### config.mk
export PLATFORM = sky130hd
export DESIGN_NAME = tiny8_mem_ctrl
export DESIGN_NICKNAME = d
export VERILOG_FILES = /design/src/rtl/tiny8_mem_ctrl.sv
export SDC_FILE = /design/constraint.sdc
export NUM_CORES = 2
export LEC_CHECK = 0
export ABC_CLOCK_PERIOD_IN_PS = 3770
export CAP_MARGIN = 40
export CORE_UTILIZATION = 35
export CTS_CLUSTER_SIZE = 40
export DETAILED_ROUTE_END_ITERATION = 16
export GPL_TIMING_DRIVEN = 0
export PLACE_DENSITY = 0.55
export SYNTH_ARGS = -nofsm -noshare
export SYNTH_HDL_FRONTEND = slang
export SYNTH_SLANG_ARGS = --single-unit
### constraint.sdc
create_clock -name clk -period 3.77 [get_ports clk]
set_input_delay 1.131 -clock clk [delete_from_list [all_inputs] [get_ports clk]]
set_output_delay 1.131 -clock clk [all_outputs]
set_load 0.02 [all_outputs]
### src/rtl/tiny8_mem_ctrl.sv
// Memory-side slave for the tiny8 core: 256 x 8 RAM with programmable wait states.
// Optional write protection below PROT_LIMIT is built in when TINY8_MEM_WPROT_EN is defined.
module tiny8_mem_ctrl #(
    parameter int unsigned LATENCY    = 2,
    parameter logic [7:0]  PROT_LIMIT = 8'h40
) (
    input  logic        clk,
    input  logic        rst_n,
    input  logic        mem_read,
    input  logic        mem_write,
    input  logic [7:0]  mem_addr,
    input  logic [7:0]  mem_wdata,
    output logic        mem_resp,
    output logic [7:0]  mem_rdata,
    output logic        busy,
    output logic [15:0] rd_count,
    output logic [15:0] wr_count,
    output logic        proto_err,
    output logic        prot_fault,
    output logic [1:0]  state_o
);

    // Handshake: mem_read/mem_write are levels held by the core until mem_resp;
    // they are sampled only in IDLE and mem_resp is a single-cycle completion pulse.

`ifdef TINY8_MEM_WPROT_EN
    localparam bit WPROT_EN = 1'b1;
`else
    localparam bit WPROT_EN = 1'b0;
`endif

    localparam logic [3:0] LAT_W = 4'(LATENCY);

    typedef enum logic [1:0] {
        S_IDLE = 2'd0,
        S_WAIT = 2'd1,
        S_RESP = 2'd2
    } state_t;

    state_t      state_q;
    logic [3:0]  cnt_q;
    logic [7:0]  addr_q;
    logic [7:0]  wdata_q;
    logic        is_wr_q;
    logic [7:0]  ram [256];

    logic        enter_resp;
    logic        wprot_hit;
    logic        blocked;
    logic        commit;

    // The accept edge always lands in WAIT; the counter then burns LATENCY
    // cycles so RESP is entered LATENCY+1 edges after acceptance.
    assign enter_resp = (state_q == S_WAIT) && (cnt_q == 4'd0);
    assign wprot_hit  = is_wr_q && (addr_q < PROT_LIMIT);
    assign blocked    = WPROT_EN && wprot_hit;
    assign commit     = enter_resp && is_wr_q && !blocked;
    assign state_o    = state_q;

    always_ff @(posedge clk) begin
        if (commit) begin
            ram[addr_q] <= wdata_q;
        end
    end

    always_ff @(posedge clk or negedge rst_n) begin
        if (!rst_n) begin
            state_q    <= S_IDLE;
            cnt_q      <= 4'd0;
            addr_q     <= 8'h00;
            wdata_q    <= 8'h00;
            is_wr_q    <= 1'b0;
            mem_resp   <= 1'b0;
            mem_rdata  <= 8'h00;
            busy       <= 1'b0;
            rd_count   <= 16'h0000;
            wr_count   <= 16'h0000;
            proto_err  <= 1'b0;
            prot_fault <= 1'b0;
        end else begin
            mem_resp <= 1'b0;
            case (state_q)
                S_IDLE: begin
                    if (mem_read || mem_write) begin
                        addr_q  <= mem_addr;
                        wdata_q <= mem_wdata;
                        is_wr_q <= mem_write;
                        cnt_q   <= LAT_W;
                        state_q <= S_WAIT;
                        busy    <= 1'b1;
                        if (mem_read && mem_write) begin
                            proto_err <= 1'b1;
                        end
                    end
                end
                S_WAIT: begin
                    if (cnt_q == 4'd0) begin
                        state_q  <= S_RESP;
                        mem_resp <= 1'b1;
                        if (is_wr_q) begin
                            if (wr_count != 16'hFFFF) begin
                                wr_count <= wr_count + 16'd1;
                            end
                            if (blocked) begin
                                prot_fault <= 1'b1;
                            end
                        end else begin
                            mem_rdata <= ram[addr_q];
                            if (rd_count != 16'hFFFF) begin
                                rd_count <= rd_count + 16'd1;
                            end
                        end
                    end else begin
                        cnt_q <= cnt_q - 4'd1;
                    end
                end
                S_RESP: begin
                    state_q <= S_IDLE;
                    busy    <= 1'b0;
                end
                default: begin
                    state_q <= S_IDLE;
                    busy    <= 1'b0;
                end
            endcase
        end
    end

endmodule

==> metrics.md <==
| Metric | Value |
|---|---|
| Sequential power share | `37.3%` |
| Switch Pwr | `31.3 mW` |
| Vias in the first global route | `44,800` |
| Post-Route Skew | `0.0861 ns` |
| Initial DRC Count | `8,693` |
| Core area | `233,000 sq um` |
| Final ANT Viol Nets | `0` |
| Final WL | `314 mm` |
| PD cells | `825 nW/um^2` |
| Tcrit/Tclk final | `106%` |
| Clock root buffer | `clkbuf_16` |
| P_int | `49.8 mW` |
| CTS clk-pin slew, worst paths | `0.06 ns` |
| Slew @ Worst Pin | `1.02 ns` |
| Xor and xnor area share after synthesis | `0.331%` |
| Cell Count, Final, Fillers Out | `7,847` |
| Die Width | `486 microns` |
| Most common cell after layout, fill and taps aside | `edfxtp_1` |
| Area leader, netlist | `edfxtp_1` |
| Placed cell areas | `89,700 sq um` |
| Site Rows | `177` |
| Cell count after synthesis | `3,982` |
| Status | `complete, but fails checks` |
| Post-place setup slack | `-2.33 ns` |
| Gpl congestion | `1.01` |
| Synthesized flop and latch total | `2,114` |
| Failing checks | `setup timing` |
| NumNets Final | `4,560` |
| First-pass GRT wire length | `413 mm` |
| Top Ports | `66` |
| Die H | `486 microns` |
| Final hold violations | `0` |
| Via density | `6.02` |
| Crit path launch type | `flop` |
| Share of layout cells above drive strength 1 | `30.7%` |
| WP data required | `4.52 ns` |
| Main combinational cell family by area after synthesis | `multiplexers` |
| Initial core utilization | `35.2%` |
| Leak pwr | `31.2 nW` |
| CP Capture Type | `flop` |
| Number of instances in the placed design | `7,443` |
| Worst EP arrival | `4.75 ns` |
| Post-synth cell types | `65` |
| Sink Count | `2,114` |
| Comb pwr share | `37.2%` |
| Simple-gate share of the synthesized area | `3.57%` |
| Routed len/inst | `40.0 microns` |
| Pre-antenna DRT Iters | `6` |
| Slew Viols, Final | `0` |
| Post-synthesis adder-cell area fraction | `0.0610%` |
| Most frequent cells in the layout | `edfxtp_1, mux4_2, buf_4, clkbuf_16, nor2_1` |
| Clock Power Share | `25.5%` |
| Compound-Gate Fraction of Synth Area | `2.35%` |
| Routed wl met3 | `37.9 mm` |
| Max IR drop VDD | `0.000566 V` |
| Total number of vias | `47,200` |
| Final Setup Violations | `88` |
| Post-synthesis mux area share | `15.3%` |
| Total nets after synthesis | `4,006` |
| Hold crit path type | `in -> async` |
| Largest net degree at the start of global routing | `97` |
| Core Util, Final | `42.2%` |
| YS warnings | `0` |
| Crit path max fanout | `10` |
| Setup TNS Final | `-3.24 ns` |
| Met2 WL post-DR | `138 mm` |
| Total die area | `236,000 sq um` |
| Area grow syn2layout | `19.8%` |
| Number of H-tree levels | `4` |
| CTS tree | `built` |
| Seq/Total Area, Yosys | `77.0%` |
| Maximum clock insertion buffer count | `3` |
| Final worst slack | `-0.237 ns` |
| Overall routing resource usage | `26.4%` |
| Gr ovfl total | `0` |
| Synth top area share | `75.0%` |
| Initial antenna violation count | `27` |
| Clock Latency Late Sink | `0.91 ns` |
| Mapped Area | `82,000 sq um` |
| CTS buffer count | `212` |
| Post-layout instance area | `98,300 sq um` |
| Met1 wire length | `117 mm` |
| Net Sw Frac | `38.6%` |
| Final HPWL DP | `216 mm` |
| Relative slew slack | `31.8%` |
| Predominant post-synthesis flop cell | `edfxtp_1` |
| Avg Inst Size Synth | `20.6 sq um` |
| Period minus WS final | `4.01 ns` |
| Max Freq | `250 MHz` |
| Max layer used | `met5` |
| Async set-or-reset flop fraction in the synthesized netlist | `3.12%` |
| Crit path kind | `reg -> reg` |
| EDFF count, synth | `2,048` |
| Port bufs | `64` |
| Max Cap Viol | `0` |
| Residual DRC | `0` |
| Top post-synthesis cells by area | `edfxtp_1, mux4_2, dfrtp_1, mux2i_1, nor2_1` |
[sequential cells by signal, indices dropped and copies added (netlist names)]
name,flops
state_o,2
wdata_q,8
proto_err,1
mem_rdata,8
is_wr_q,1
cnt_q,4
ram,2048
rd_count,16
busy,1
mem_resp,1
wr_count,16
addr_q,8
[cell families after synthesis]
group / Yosys count
AO/OA/AOI/OAI: 272
XOR/XNOR: 31
adder cells (fa/ha/maj): 4
buffers and inverters: 238
flip-flops: 2114
multiplexers: 631
other: 1
AND/OR/NAND/NOR: 691
[power by group through the flow]
stage | Clock, mW | Sequential [mW] | Combinational [mW]
floorplan | 0 | 31.8 | 11.0
global placement | 0 | 33.9 | 23.6
detailed placement | 0 | 30.7 | 28.0
CTS | 20.7 | 30.2 | 29.1
global route | 21.6 | 30.2 | 29.8
finish | 20.7 | 30.2 | 30.2
[repair_timing]
item                        CTS  global route
cloned                        0             0
hold buffers                  0             0
resized for setup           451            38
pin swaps                     6             4
setup buffers                 8             3
setup endpoints to repair  2057           321
[cell usage after synthesis, types with 12 or more instances]
library cell and number:
o21ai_0 34, buf_2 72, and3_1 17, a22oi_1 35, a31oi_1 13, o22ai_1 40, o221ai_1 16, nand2_1 219
a21oi_1 37, nor2b_1 12, mux2_2 16, nand3_1 52, a32oi_1 25, edfxtp_1 2048, xnor2_1 19, buf_4 29
dfrtp_1 66, xor2_1 12, nor2_1 316, mux4_2 494, nor3_1 18, buf_1 21, mux2i_1 119, nand4_1 19
inv_1 12, clkbuf_1 93
[worst paths after layout]
path | start | to | slack [ns] | cells after the start
worst max-delay path | addr_q[2] | mem_rdata[5] | -0.24 | 9
worst min-delay path | rst_n | rd_count[10] | 0.22 | 1
worst max register to register | addr_q[2] | mem_rdata[5] | -0.24 | 9
worst min register to register | wr_count[9] | wr_count[9] | 0.50 | 1
max in group asynchronous | rst_n | wdata_q[0] | 2.88 | 2
min in group clk | wr_count[9] | wr_count[9] | 0.50 | 1
[critical path, cell delays in order, from the launching register on]
cell      delay, ns
dfrtp_1        0.38
clkbuf_2       0.34
nor2b_2        0.59
clkbuf_4       0.58
clkbuf_2       0.76
a32oi_1        0.24
a21oi_4        0.37
nor2_1         0.09
o22ai_1        0.33
a31oi_1        0.14
[area by class of cell]
| class | instances | area (sq um) |
|---|---|---|
| fillers | 20200 | 135000 |
| flip-flops and latches | 2114 | 63200 |
| multi-input cells | 1630 | 18700 |
| clock buffers | 270 | 5550 |
| well taps | 3132 | 3920 |
| repair buffers | 344 | 3770 |
| plain buffers | 220 | 1920 |
| clock inverters | 113 | 1110 |
| inverters | 14 | 57.6 |
| diodes | 10 | 25.0 |
[metal layers]
metal / vias up / GRT usage, %
met2: 3522 / 39.0
met3: 724 / 6.82
met1: 25400 / 35.2
li1: 17600 / -
met4: 4 / 15.2
met5: - / 0.245
[per-stage QoR]
stage / hold WS [ns] / total power [mW]
after detailed placement: 0.489 / 58.7
after global placement: 0.482 / 57.5
after CTS: 0.208 / 80.0
after floorplan: 0.482 / 42.8
after global routing: 0.247 / 81.7
final: 0.218 / 81.1
(Power assumes the default switching activity.)
